[src/rtl/latch_shreg_2ph_multi.sv]
// Multi-lane latch-based shift register clocked by an internally generated,
// programmable, non-overlapping two-phase clock (phi1 = even stages, phi2 = odd).
module latch_shreg_2ph_multi #(
    parameter int WIDTH = 4,
    parameter int DEPTH = 64,
    parameter int DIV_W = 8,
    localparam int HALF  = DEPTH / 2,
    localparam int TAP_W = (HALF > 1) ? $clog2(HALF) : 1
) (
    input  logic             clk,
    input  logic             rst_n,
    input  logic             en,
    input  logic [1:0]       mode,
    input  logic [WIDTH-1:0] din,
    input  logic [DIV_W-1:0] div,
    input  logic [TAP_W-1:0] tap_sel,
    output logic [WIDTH-1:0] dout,
    output logic             phi1,
    output logic             phi2,
    output logic             busy,
    output logic             shift_done
);

    if (DEPTH < 2 || (DEPTH % 2) != 0) begin : g_bad_depth
        $error("latch_shreg_2ph_multi: DEPTH must be even and >= 2");
    end

    typedef enum logic [2:0] {
        IDLE = 3'd0,
        P1   = 3'd1,
        G1   = 3'd2,
        P2   = 3'd3,
        G2   = 3'd4
    } state_t;

    state_t             state;
    state_t             state_d;
    logic [DIV_W-1:0]   cnt;
    logic [DIV_W-1:0]   div_q;
    logic [1:0]         mode_q;
    logic [WIDTH-1:0]   din_q;
    logic               load;
    logic               hold_d;
    logic               phi1_d;
    logic               phi2_d;
    logic               done_d;
    logic [TAP_W-1:0]   tap;

    // State register; phases and strobe are registered so no decode glitch reaches the latches
    always_ff @(posedge clk or negedge rst_n) begin
        if (!rst_n) begin
            state      <= IDLE;
            cnt        <= '0;
            div_q      <= '0;
            mode_q     <= '0;
            din_q      <= '0;
            phi1       <= 1'b0;
            phi2       <= 1'b0;
            shift_done <= 1'b0;
        end else begin
            state      <= state_d;
            cnt        <= (state_d != state) ? '0 : cnt + 1'b1;
            phi1       <= phi1_d;
            phi2       <= phi2_d;
            shift_done <= done_d;
            if (load) begin
                div_q  <= div;
                mode_q <= mode;
                din_q  <= din;
            end
        end
    end

    always_comb begin
        state_d = state;
        unique case (state)
            IDLE:    if (en) state_d = P1;
            P1:      if (cnt == div_q) state_d = G1;
            G1:      state_d = P2;
            P2:      if (cnt == div_q) state_d = G2;
            G2:      state_d = en ? P1 : IDLE;
            default: state_d = IDLE;
        endcase
    end

    // On P1 entry the incoming mode decides the cycle; afterwards the captured copy does
    always_comb begin
        load   = (state_d == P1) && (state != P1);
        hold_d = load ? mode[1] : mode_q[1];
        phi1_d = (state_d == P1) && !hold_d;
        phi2_d = (state_d == P2) && !hold_d;
        done_d = (state_d == G2) && !hold_d;
    end

    assign busy = (state != IDLE);

    if (HALF == (1 << TAP_W)) begin : g_tap_full
        assign tap = tap_sel;
    end else begin : g_tap_clamp
        assign tap = (int'(tap_sel) > HALF - 1) ? TAP_W'(HALF - 1) : tap_sel;
    end

    for (genvar l = 0; l < WIDTH; l++) begin : g_lane
        logic [HALF-1:0] ev;
        logic [HALF-1:0] od;
        logic [HALF-1:0] ev_d;
        logic            s0;

        // Tap is an odd stage, closed during phi1, so recirculation has no loop
        assign s0      = mode_q[0] ? od[tap] : din_q[l];
        assign dout[l] = od[tap];

        if (HALF > 1) begin : g_chain
            assign ev_d = {od[HALF-2:0], s0};
        end else begin : g_single
            assign ev_d = s0;
        end

        always_latch begin
            if (!rst_n)
                ev <= '0;
            else if (phi1)
                ev <= ev_d;
        end

        always_latch begin
            if (!rst_n)
                od <= '0;
            else if (phi2)
                od <= ev;
        end
    end

endmodule

[config.mk]
export PLATFORM = sky130hd
export DESIGN_NAME = latch_shreg_2ph_multi
export DESIGN_NICKNAME = d
export VERILOG_FILES = /design/src/rtl/latch_shreg_2ph_multi.sv
export SDC_FILE = /design/constraint.sdc
export NUM_CORES = 1
export LEC_CHECK = 0
export BUFFER_PORTS_ARGS = -buffer_cell sky130_fd_sc_hd__buf_4
export CAP_MARGIN = 20
export CORE_MARGIN = 2
export CORE_UTILIZATION = 45
export CTS_BUF_LIST = sky130_fd_sc_hd__clkbuf_2 sky130_fd_sc_hd__clkbuf_4 sky130_fd_sc_hd__clkbuf_8
export CTS_CLUSTER_DIAMETER = 30
export DETAILED_ROUTE_END_ITERATION = 8
export HOLD_SLACK_MARGIN = 0.12
export SETUP_SLACK_MARGIN = 0.4
export SKIP_CTS_REPAIR_TIMING = 1
export SLEW_MARGIN = 30
export SYNTH_ARGS = -nofsm -noshare
export SYNTH_HDL_FRONTEND = slang
export SYNTH_SLANG_ARGS = --single-unit
[constraint.sdc]
create_clock -name clk -period 3.9 [get_ports clk]
set_input_delay 0.195 -clock clk [delete_from_list [all_inputs] [get_ports clk]]
set_output_delay 0.195 -clock clk [all_outputs]
set_load 0.01 [all_outputs]
==> summary.txt <==
Run status
  – Status: complete, no violations

Global route
  – Gr ovfl total: 0
  – Global-route wire length before repair: 24.43 mm
  – Met1 Usage GRT: 23.86%
  – Vias in the first global route: 4805
  – GRT Util Overall: 15.81%
  – Initial antenna violation count: 0
  – GR peak layer: met2
  – Grt met3 use: 0.6296%
  – Met2 usage: 25.93%
  – Largest net degree at the start of global routing: 161

Critical path
  – R2r setup slk: 2.07 ns
  – CP Max Fanout: 38
  – FF-to-FF End: shift_done$_DFF_PN0_
  – Worst setup path class: input port to primary output
  – CP startpoint kind: input port
  – Worst reg2reg startpoint: state[1]$_DFF_PN0_
  – Reg2reg path depth: 3
  – CP Capture Type: primary output
  – Required @ worst endpoint: 3.70 ns
  – CP Data Arrival Time: 2.29 ns

STA
  – Period utilization: 63.60%
  – Hold Vio Cnt, Final: 0
  – Relative slew slack: 33.61%
  – Worst-Margin Slew: 0.9958 ns
  – Min Tclk post-route: 2.480 ns
  – Count of unclocked register or latch pins: 256
  – RSZ-0062 raised after global routing: no
  – Endpoints left unconstrained: 256
  – Hold WS: 0.1392 ns
  – Final setup vio count: 0
  – Highest Clock Rate: 0.4032 GHz
  – Final slew viol count: 0
  – Post-Route Skew: 0.007396 ns
  – Setup TNS: 0 ns

Synth
  – Post-synth design cell area: 0.007959 mm²
  – Netlist cell types: 35
  – #FFs+latches synth: 284
  – Syn nets: 807
  – Asr flop ratio synth: 9.859%
  – Synth Instances: 784
  – Prevailing post-synth register cell: dlxtp_1
  – Synth warnings: 128
  – Mapped Avg Cell Area: 10.15 µm²
  – Post-synth EDFFs: 0

Placed design
  – Placer Congestion: 0.7262
  – DP Area: 0.008323 mm²
  – Buffers on Ports: 29
  – Placed cell count: 999
  – Post-DP HPWL: 9.207 mm

Routing
  – DRT Wirelength: 14.43 mm
  – Via density: 4.916
  – DR vias: 4936
  – DRT antenna net count: 0
  – DR iter-0 viols: 248
  – Drc violations: 0
  – DRT Pass-1 Iters: 6
  – Wire per inst: 14.37 µm

Final layout
  – Share of cells above drive strength 1: 7.574%
  – Area Growth Syn to Fin: 5.644%
  – Filler cells: 1601
  – Final Cell Area: 0.008408 mm²
  – Most frequent cells in the layout: 256 x dlxtp_1, 253 x and2_1, 64 x mux2i_1
  – Multi-input logic area: 0.003171 mm²
  – Sequential cell area: 0.004544 mm²
  – Ant. Diodes: 0
  – Leading cell type in the layout, fill and taps excluded: dlxtp_1
  – Nets: 803
  – Final std cells w/o fill: 1004

Power and ir drop
  – Overall power: 1.900 mW
  – PD cells: 226.0 mW/mm²
  – Pleak: 3.917 nW
  – Peak supply drop: 371.7 µV

Clock tree
  – TritonCTS clock tree: yes
  – CTS max path bufs: 2
  – H-tree depth: 1
  – Worst-path clk slew: 0.10 ns
  – Num CTS Buffers: 3
  – Skew-Pair Late Insertion Delay: 0.28 ns
  – Root Buffer Master: clkbuf_8

Floorplan
  – Die width: 137.0 µm
  – IO Count: 30
  – Core Rows: 48
  – Core area: 0.01730 mm²
  – Starting Density: 46.01%
  – Die Y: 137.0 µm
  – DIE AREA: 0.01877 mm²

Min path
  – Hold endpoint: div_q[0]$_DFFE_PN0P_
  – Critical hold path startpoint: div[0]
  – Hold Path Depth: 2
  – HP Class: input port to register

Job
  – Max cap viols: 0
-- cell families (layout without fill, tap and decap cells) --
logic type,Yosys count,in the layout,share of synthesized area [%]
simple gates,295,295,22.81
latches,256,256,48.25
mux,78,78,10.03
compound gates,60,60,4.889
buf+inv,51,46,3.364
flops,28,28,8.804
xor+xnor,15,15,1.651
fa+ha+maj,1,1,0.1572
-- layer usage --
metal	part of all wire (%)	vias up
li1	-	2514
met1	52	2373
met2	46	40
met3	1.3	9
met4	0.70	0
met5	0	-
-- worst max-delay path, stage by stage --
cell and delay (ns):
buf_4 0.54, buf_12 0.31, mux2i_1 0.10, a22oi_1 0.20, a21oi_1 0.08, or4_1 0.61, inv_1 0.10, buf_4 0.12
-- worst max path at each step --
| stage | endpoint | cells past startpoint | startpoint | slack, ns |
|---|---|---|---|---|
| 2_1_floorplan | dout[0] | 7 | tap_sel[2] | 2.22 |
| 3_3_place_gp | dout[3] | 8 | tap_sel[1] | 1.46 |
| 3_5_place_dp | dout[3] | 8 | tap_sel[1] | 1.44 |
| 4_1_cts | dout[3] | 8 | tap_sel[1] | 1.43 |
| 5_1_grt | dout[3] | 8 | tap_sel[1] | 1.28 |
| 6_report | dout[3] | 8 | tap_sel[1] | 1.42 |
-- flip-flops by register name, summed over array words and instances (netlist names) --
register / cells
div_q: 8
g_lane.od: 4
mode_q: 2
g_lane.ev_d: 124
din_q: 4
phi2: 1
phi1: 1
shift_done: 1
g_lane.ev: 128
cnt: 8
state: 3
-- cell usage after synthesis (all sizes together), types with 5 or more instances --
cell type | instances | area (µm²)
a21oi | 21 | 105.1
a22oi | 32 | 240.2
and2 | 253 | 1583
buf | 11 | 116.4
clkbuf | 34 | 128.9
dfrtp | 28 | 700.7
dlxtp | 256 | 3840
inv | 6 | 22.52
mux2 | 14 | 157.7
mux2i | 64 | 640.6
nand2b | 5 | 31.28
nand3 | 6 | 30.03
nor2 | 11 | 41.29
xor2 | 14 | 122.6
-- per-stage QoR --
stage                     worst slack (ns)  utilization [%]
after floorplan                      2.216                -
after global placement               1.456            47.85
after detailed placement             1.438            48.12
after CTS                            1.430            48.53
after global routing                 1.278            48.61
final                                1.420            48.61
-- report_power, final --
group / leakage (nW) / switching [mW] / internal, mW
logic: 1.68 / 0.412 / 0.267
clock network: 0.0357 / 0.0898 / 0.138
registers: 2.20 / 0.121 / 0.873
-- layout make-up --
type / instances / area share, %
clock inverter: 1 / 0.3571
multi-input combinational: 449 / 37.71
clock buffer: 3 / 0.4911
tap: 225 / 3.348
timing repair buffer: 36 / 3.780
inverter: 6 / 0.2679
sequential: 284 / 54.05
(Power assumes the default switching activity.)
